`src/rtl/dmem_bridge.sv`:
```
// Bridges single-cycle MEM-stage loads/stores onto a req/ack data bus with
// MIPS32 lane steering, extension and alignment checks. Optional bus timeout: DMEM_TIMEOUT_EN.
module dmem_bridge #(
  parameter int W       = 32,
  parameter int TIMEOUT = 16
) (
  input  logic         clk,
  input  logic         rst,
  input  logic         load_en,
  input  logic [W-1:0] l_addr,
  output logic [W-1:0] l_data,
  input  logic         store_en,
  input  logic [W-1:0] s_addr,
  input  logic [W-1:0] s_data,
  input  logic [1:0]   size,
  input  logic         sign_ext,
  output logic         stall,
  output logic         misalign,
  output logic         bus_req,
  output logic         bus_we,
  output logic [W-1:0] bus_addr,
  output logic [3:0]   bus_be,
  output logic [W-1:0] bus_wdata,
  input  logic [W-1:0] bus_rdata,
  input  logic         bus_ack,
  output logic         bus_err
);

  typedef enum logic [1:0] {IDLE, BUSY, DONE} state_e;

  state_e state_q, state_d;

  logic         bus_req_q, bus_we_q, misalign_q, bus_err_q, both_q, sext_q;
  logic [W-1:0] bus_addr_q, bus_wdata_q, l_data_q;
  logic [3:0]   bus_be_q;
  logic [1:0]   off_q, size_q;

  // Request decode from the MEM-stage inputs; a simultaneous load+store is a store.
  logic         req, is_byte, is_half, misal;
  logic [W-1:0] addr, wdata_c, shifted, load_val;
  logic [3:0]   be_c;
  logic         timeout_hit;

  assign req     = load_en | store_en;
  assign addr    = store_en ? s_addr : l_addr;
  assign is_byte = (size == 2'b00);
  assign is_half = (size == 2'b01);
  assign misal   = (is_half & addr[0]) | (!is_byte && !is_half && (addr[1:0] != 2'b00));

  always_comb begin
    // NOTE: every always_comb output gets a default first so no latch is inferred.
    be_c    = 4'b1111;
    wdata_c = s_data;
    if (is_byte) begin
      be_c    = 4'b0001 << addr[1:0];
      wdata_c = {4{s_data[7:0]}};
    end else if (is_half) begin
      be_c    = addr[1] ? 4'b1100 : 4'b0011;
      wdata_c = {2{s_data[15:0]}};
    end
  end

  // Aligned halves have off_q[0]=0, so one shift serves byte and half lanes.
  assign shifted = bus_rdata >> {off_q, 3'b000};

  always_comb begin
    load_val = bus_rdata;
    if (size_q == 2'b00)
      load_val = {{(W-8){sext_q & shifted[7]}}, shifted[7:0]};
    else if (size_q == 2'b01)
      load_val = {{(W-16){sext_q & shifted[15]}}, shifted[15:0]};
  end

`ifdef DMEM_TIMEOUT_EN
  localparam int CW = $clog2(TIMEOUT + 1);
  logic [CW-1:0] cnt_q;

  // Counter value k-1 in the k-th BUSY cycle; an ack in that cycle still wins.
  assign timeout_hit = !bus_ack && (cnt_q == CW'(TIMEOUT - 1));

  always_ff @(posedge clk) begin
    if (rst)
      cnt_q <= '0;
    else if (state_q == IDLE)
      cnt_q <= '0;
    else if (state_q == BUSY && !bus_ack)
      cnt_q <= cnt_q + 1'b1;
  end
`else
  logic unused_timeout_cfg;
  assign unused_timeout_cfg = |TIMEOUT;
  assign timeout_hit        = 1'b0;
`endif

  // State register
  always_ff @(posedge clk) begin
    if (rst) state_q <= IDLE;
    else     state_q <= state_d;
  end

  // Next-state logic
  always_comb begin
    state_d = state_q;
    unique case (state_q)
      IDLE:    if (req && !misal) state_d = BUSY;
      BUSY:    if (bus_ack || timeout_hit) state_d = DONE;
      DONE:    state_d = IDLE;
      default: state_d = IDLE;
    endcase
  end

  // Output logic
  always_comb begin
    stall = 1'b0;
    unique case (state_q)
      IDLE:    stall = req && !misal;
      BUSY:    stall = 1'b1;
      default: stall = 1'b0;
    endcase
  end

  // Bus and result registers
  always_ff @(posedge clk) begin
    if (rst) begin
      bus_req_q   <= 1'b0;
      bus_we_q    <= 1'b0;
      bus_addr_q  <= '0;
      bus_be_q    <= '0;
      bus_wdata_q <= '0;
      l_data_q    <= '0;
      misalign_q  <= 1'b0;
      bus_err_q   <= 1'b0;
      both_q      <= 1'b0;
      sext_q      <= 1'b0;
      off_q       <= '0;
      size_q      <= '0;
    end else begin
      // NOTE: sequential state uses non-blocking assignments so every register samples pre-edge values.
      misalign_q <= 1'b0;
      bus_err_q  <= 1'b0;
      unique case (state_q)
        IDLE: begin
          if (req && misal) begin
            misalign_q <= 1'b1;
            l_data_q   <= '0;
          end else if (req) begin
            bus_req_q   <= 1'b1;
            bus_we_q    <= store_en;
            bus_addr_q  <= {addr[W-1:2], 2'b00};
            bus_be_q    <= be_c;
            bus_wdata_q <= wdata_c;
            both_q      <= load_en & store_en;
            sext_q      <= sign_ext;
            off_q       <= addr[1:0];
            size_q      <= size;
          end
        end
        BUSY: begin
          if (bus_ack) begin
            bus_req_q <= 1'b0;
            if (!bus_we_q)   l_data_q <= load_val;
            else if (both_q) l_data_q <= '0;
          end else if (timeout_hit) begin
            bus_req_q <= 1'b0;
            bus_err_q <= 1'b1;
            l_data_q  <= '0;
          end
        end
        default: ;
      endcase
    end
  end

  assign bus_req   = bus_req_q;
  assign bus_we    = bus_we_q;
  assign bus_addr  = bus_addr_q;
  assign bus_be    = bus_be_q;
  assign bus_wdata = bus_wdata_q;
  assign l_data    = l_data_q;
  assign misalign  = misalign_q;
  assign bus_err   = bus_err_q;

endmodule

```
`config.mk`:
```
export PLATFORM = sky130hd
export DESIGN_NAME = dmem_bridge
export DESIGN_NICKNAME = d
export VERILOG_FILES = /design/src/rtl/dmem_bridge.sv
export SDC_FILE = /design/constraint.sdc
export NUM_CORES = 1
export LEC_CHECK = 0
export CAP_MARGIN = 30
export CORE_MARGIN = 2
export CORE_UTILIZATION = 30
export DETAILED_ROUTE_END_ITERATION = 10
export MAX_ROUTING_LAYER = met4
export REMOVE_ABC_BUFFERS = 1
export SLEW_MARGIN = 5
export SYNTH_ARGS = -nofsm -noshare
export SYNTH_HDL_FRONTEND = slang
export SYNTH_SLANG_ARGS = --single-unit
```
`constraint.sdc`:
```
create_clock -name clk -period 3.32 [get_ports clk]
set_clock_uncertainty 0.1 [all_clocks]
set_input_delay 0.83 -clock clk [delete_from_list [all_inputs] [get_ports clk]]
set_output_delay 0.83 -clock clk [all_outputs]
set_load 0.02 [all_outputs]
```
---- Word level (Yosys, flattened, before mapping) ----
Index checks and enable logic that the tools add are counted.
operators by class
  bitwise logic cells ..................... 8
  reductions and logical operators ........ 17
  shifts and indexed selects .............. 2
  equality and inequality tests ........... 9
  muxes and demuxes ....................... 22
operators by type and width
  operator                                                               count
  32-bit 2-to-1 mux                                                      9
  32-bit one-hot mux with 2 select lines                                 1
  32-bit by 5-bit >> shifter with 16-bit output                          1
  4-bit 2-to-1 mux                                                       3
  2-bit != test, second input constant                                   5
  4-bit AND reduction                                                    2
  2-bit by 1-bit equality test with 1-bit output, second input constant  3
  2-bit logical NOT                                                      3
  1-bit bitwise AND                                                      4
  1-bit logical AND                                                      4
  1-bit 2-to-1 mux                                                       4
  2-bit 2-to-1 mux                                                       2
  1-bit one-hot mux with 2 select lines                                  2
  2-bit one-hot mux with 2 select lines                                  1
  2-bit nonzero test                                                     2
  1-bit by 2-bit << shifter with 4-bit output, first input constant      1
  1-bit logical NOT                                                      3
  3-bit != test, second input constant                                   1
  3-bit AND reduction                                                    1
  1-bit inverter                                                         2
  1-bit OR                                                               2
  2-bit AND reduction                                                    1
  2-bit OR reduction                                                     1
word-level totals
  input port bits ......................... 136
  word-level logic and storage cells ...... 70
  bits in registers ....................... 109
  output and inout bits ................... 105

---- Longest topological paths before layout ----
  depth in word-level cells ............... 9
  depth in mapped cells ................... 8
  mapped depth without buffers ............ 4

---- Least setup slack after synthesis ----
OpenSTA, ideal clock, no wires.
  kind .................................... input to output
  start ................................... in store_en
  end ..................................... out stall
  arrival ................................. 2.393 ns
  data required time ...................... 2.390 ns
  setup slack ............................. -0.003 ns
  cell stages on the path ................. 7
  path through ............................ buf_2 -> nor2_1 -> nor3_1 -> buf_2 -> clkbuf_1 -> nand2_1 -> nand2_1
on the way
  word-level cells in the longest chain between the ends .. 7
  elaborated cells on any way between the ends .. 9
  classes of those cells .................. mux: 2; bitwise: 3; reduce/logical: 4
RTL lines
  item                                       RTL line  text
  start, declared                            12        input logic store_en,
  32-bit 2-to-1 mux                          45        assign addr = store_en ? s_addr : l_addr;
  2-bit nonzero test                         48        assign misal = (is_half & addr[0]) | (!is_byte && !is_half && (addr[1:0] != 2'b00));
  1-bit logical AND                          48
  1-bit OR                                   48
  1-bit logical NOT                          116       IDLE: stall = req && !misal;
  1-bit logical AND (*)                      116
  1-bit one-hot mux with 2 select lines (*)  115       unique case (state_q)
  end, declared                              17        output logic stall,
Mark *: on every way between the ends. The rest lies on a longest branch, timed or not.

---- Worst setup path after layout ----
  start ................................... in s_addr[0]
  end ..................................... out stall
on the way
  word-level cells in the longest chain between the ends .. 7
  elaborated cells on any way between the ends .. 8
  classes of those cells .................. mux: 2; bitwise: 2; reduce/logical: 4
RTL lines
  item                                       RTL line  text
  start, declared                            13        input logic [W-1:0] s_addr,
  32-bit 2-to-1 mux (*)                      45
  2-bit nonzero test                         48
  1-bit logical AND                          48
  1-bit OR (*)                               48
  1-bit logical NOT (*)                      116
  1-bit logical AND (*)                      116
  1-bit one-hot mux with 2 select lines (*)  115
Marked as above.

==> flow_summary.json <==
{
  "outcome": "finished, final reports clean",
  "finalHoldViolations": 0,
  "startpoint": "s_addr[0]",
  "n_antenna_cell": 0,
  "period_minus_slack_ns": 3.20,
  "total_power_uw": 3920,
  "coreArea_mm2": 0.0180,
  "yosysSeqAreaShare_pct": 39.8,
  "postCtsSetupRepairBufs": 0,
  "synth_cell_type_count": 47,
  "post-route-util_pct": 47.0,
  "synth_fa_ha_area_share_pct": 0,
  "cts_tree": "built",
  "cts.clk_slew.worst_paths_ns": 0.07,
  "grt_start_max_net_pins": 89,
  "grt_pass1_vias": 5590,
  "clock_sinks": 109,
  "nNetsFinal": 950,
  "hpwl_um": 13500,
  "antenna_found_initial": 0,
  "vias": 5605,
  "post-route-period-util_pct": 96.3,
  "drive_gt1_share_pct": 8.67,
  "dieWidth_um": 139,
  "final_cell_mix": "233 x clkdlybuf4s50_1, 109 x dfxtp_1, 73 x mux2i_1, 71 x a21oi_1, 57 x a211oi_1",
  "grt_pass1_wl_um": 29900,
  "n_fill_cell": 1686,
  "place_ws_ns": -0.161,
  "drt_wl_total_um": 18600,
  "powerDensity_mw_per_mm2": 464,
  "synth_area_mm2": 0.00548,
  "fin_ws_ns": 0.121,
  "via_per_inst": 5.35,
  "cts_buffer_depth": 2,
  "synth.avg_cell_area_um2": 9.06,
  "final_common_cell": "clkdlybuf4s50_1",
  "max-vdd-ir-drop_uv": 292,
  "arrival_ns": 2.27,
  "rows": 49,
  "cts_resized": 1,
  "fin_cells": 1048,
  "initial_utilization_pct": 30.5,
  "port_buffers": 237,
  "hp-start": "l_data[0]$_SDFFE_PP0P_",
  "syn2layout_area_growth_pct": 54.2,
  "cp.required_ns": 2.39,
  "yosys.area_share.simple_pct": 9.77,
  "cts_root_buf": "clkbuf_16",
  "track_usage_pct": 19.5,
  "die_h_um": 139,
  "gr-total-overflow": 0,
  "clock_latency_ns": 0.34,
  "hold_class": "flip-flop to flip-flop",
  "die-area_mm2": 0.0194,
  "setup_viol": 0,
  "slew_viol_final": 0,
  "yosys_warnings": 0,
  "max_cap_violations": 0,
  "critical_path.startpoint_type": "input port",
  "timing.fmax_ghz": 0.313,
  "synth_edf_count": 0,
  "drt_iter0_markers": 281,
  "timing.rr.start": "size_q[1]$_SDFFE_PP0P_",
  "numCtsBuffers": 9,
  "rsz0062_at_grt": "no",
  "htreeDepth": 3,
  "netlist_instances": 605,
  "muxShareOfSynthArea_pct": 14.4,
  "slew-limit-headroom_pct": 35.3,
  "ys.flop_type": "dfxtp_1",
  "synth_compound_area_share_pct": 29.9,
  "tightestPinTransition_ns": 0.971,
  "ys_ff_latch": 109,
  "critPathKind": "input port to primary output",
  "synth_top_family_by_area": "compound AO/OA/AOI/OAI gates",
  "async_flop_share_pct": 0,
  "hold_buffers": 0,
  "synth_xor_area_share_pct": 0.160,
  "ios": 241,
  "cp_max_fo": 2,
  "cp-end-kind": "primary output",
  "holdPathStages": 2,
  "worstRegToRegCells": 3,
  "drt_first_pass_iters": 7,
  "gp_congestion": 0.853,
  "drc": 0,
  "wire_per_inst_um": 17.8,
  "drtAntennaViolNets": 0,
  "p_leak_uw": 0.00299,
  "place_inst": 1032
}
## critical path: stages
cell and delay, ns:
clkdlybuf4s50_1 0.39, mux2i_1 0.20, buf_4 0.17, a2bb2oi_4 0.15, nand2_1 0.09, nand2_1 0.06, dlygate4sd2_1 0.38
## area by class of cell
| cell class | instances | area, um^2 | share of cell area, % |
|---|---|---|---|
| Sequential cell | 109 | 2180 | 25.8 |
| Timing Repair Buffer | 264 | 2600 | 30.8 |
| Clock inverter | 5 | 81.3 | 0.962 |
| Multi-Input combinational cell | 425 | 3040 | 36.0 |
| Tap cell | 229 | 287 | 3.39 |
| Clock buffer | 11 | 243 | 2.87 |
| Inverter | 5 | 18.8 | 0.222 |
## sequential cells by signal, summed over array words and instances, names as in the netlist
register   cells
l_data        32
size_q         2
bus_wdata     32
bus_be         4
misalign       1
bus_addr      30
bus_we         1
state_q        2
sext_q         1
bus_req        1
both_q         1
off_q          2
## layer usage
layer	GRT usage [%]	part of all wire (%)	vias up
met5	-	0	-
met4	5.95	1.6	0
met3	4.04	6.3	20
met1	24.8	43	2669
li1	-	-	2703
met2	31.3	49	213
## kinds of logic (layout without fill, tap and decap cells)
group,count (synthesis),count (layout)
AOI/OAI and AO/OA,236,236
DFF,109,109
and+or+nand+nor,109,109
muxes,76,76
buffers and inverters,73,285
other,1,3
xor gates and xnor gates,1,1
## synthesized netlist by cell type, drive strengths merged (2+ instances only)
master / n / share of area (%)
dfxtp: 109 / 40
mux2i: 73 / 13
a21oi: 71 / 6.5
a211oi: 58 / 8.0
nand2: 42 / 2.9
o21ai: 42 / 3.8
clkbuf: 41 / 2.8
buf: 27 / 2.7
a311oi: 24 / 5.0
nand3: 22 / 2.0
nor2: 16 / 1.1
nand2b: 12 / 1.5
a2bb2oi: 8 / 1.3
a211o: 7 / 1.1
a32o: 7 / 1.3
o221ai: 6 / 0.96
inv: 5 / 0.34
nor2b: 4 / 0.46
a31oi: 3 / 0.34
nor3: 3 / 0.27
a2111oi: 2 / 0.32
mux4: 2 / 0.82
o2bb2ai: 2 / 0.32
or2: 2 / 0.23
or4: 2 / 0.27
## where the power goes
| part | total (uW) | internal, uW | leakage (uW) | switching [uW] |
|---|---|---|---|---|
| clock | 1180 | 684 | 0.000156 | 491 |
| combinational | 1230 | 592 | 0.00194 | 636 |
| sequential | 1520 | 1430 | 0.000895 | 82.2 |
| total | 3920 | 2710 | 0.00299 | 1210 |
## through the flow
step | setup TNS [ns] | cell area, um^2 | hold WS (ns)
after floorplan | -304.73 | 5180 | 0.348
after global placement | -0.186 | 8130 | 0.350
after detailed placement | -0.161 | 8130 | 0.350
after CTS | 0 | 8450 | 0.368
after global routing | 0 | 8450 | 0.392
final | 0 | 8450 | 0.363
## path summary, 6_finish.rpt
kind / slack [ns] / to
worst max-delay path: 0.12 / stall
worst min-delay path: 0.36 / l_data[0]$_SDFFE_PP0P_
worst max register to register: 0.98 / l_data[29]$_SDFFE_PP0P_
worst min register to register: 0.36 / l_data[0]$_SDFFE_PP0P_
Power figures use the tool's default switching activity.
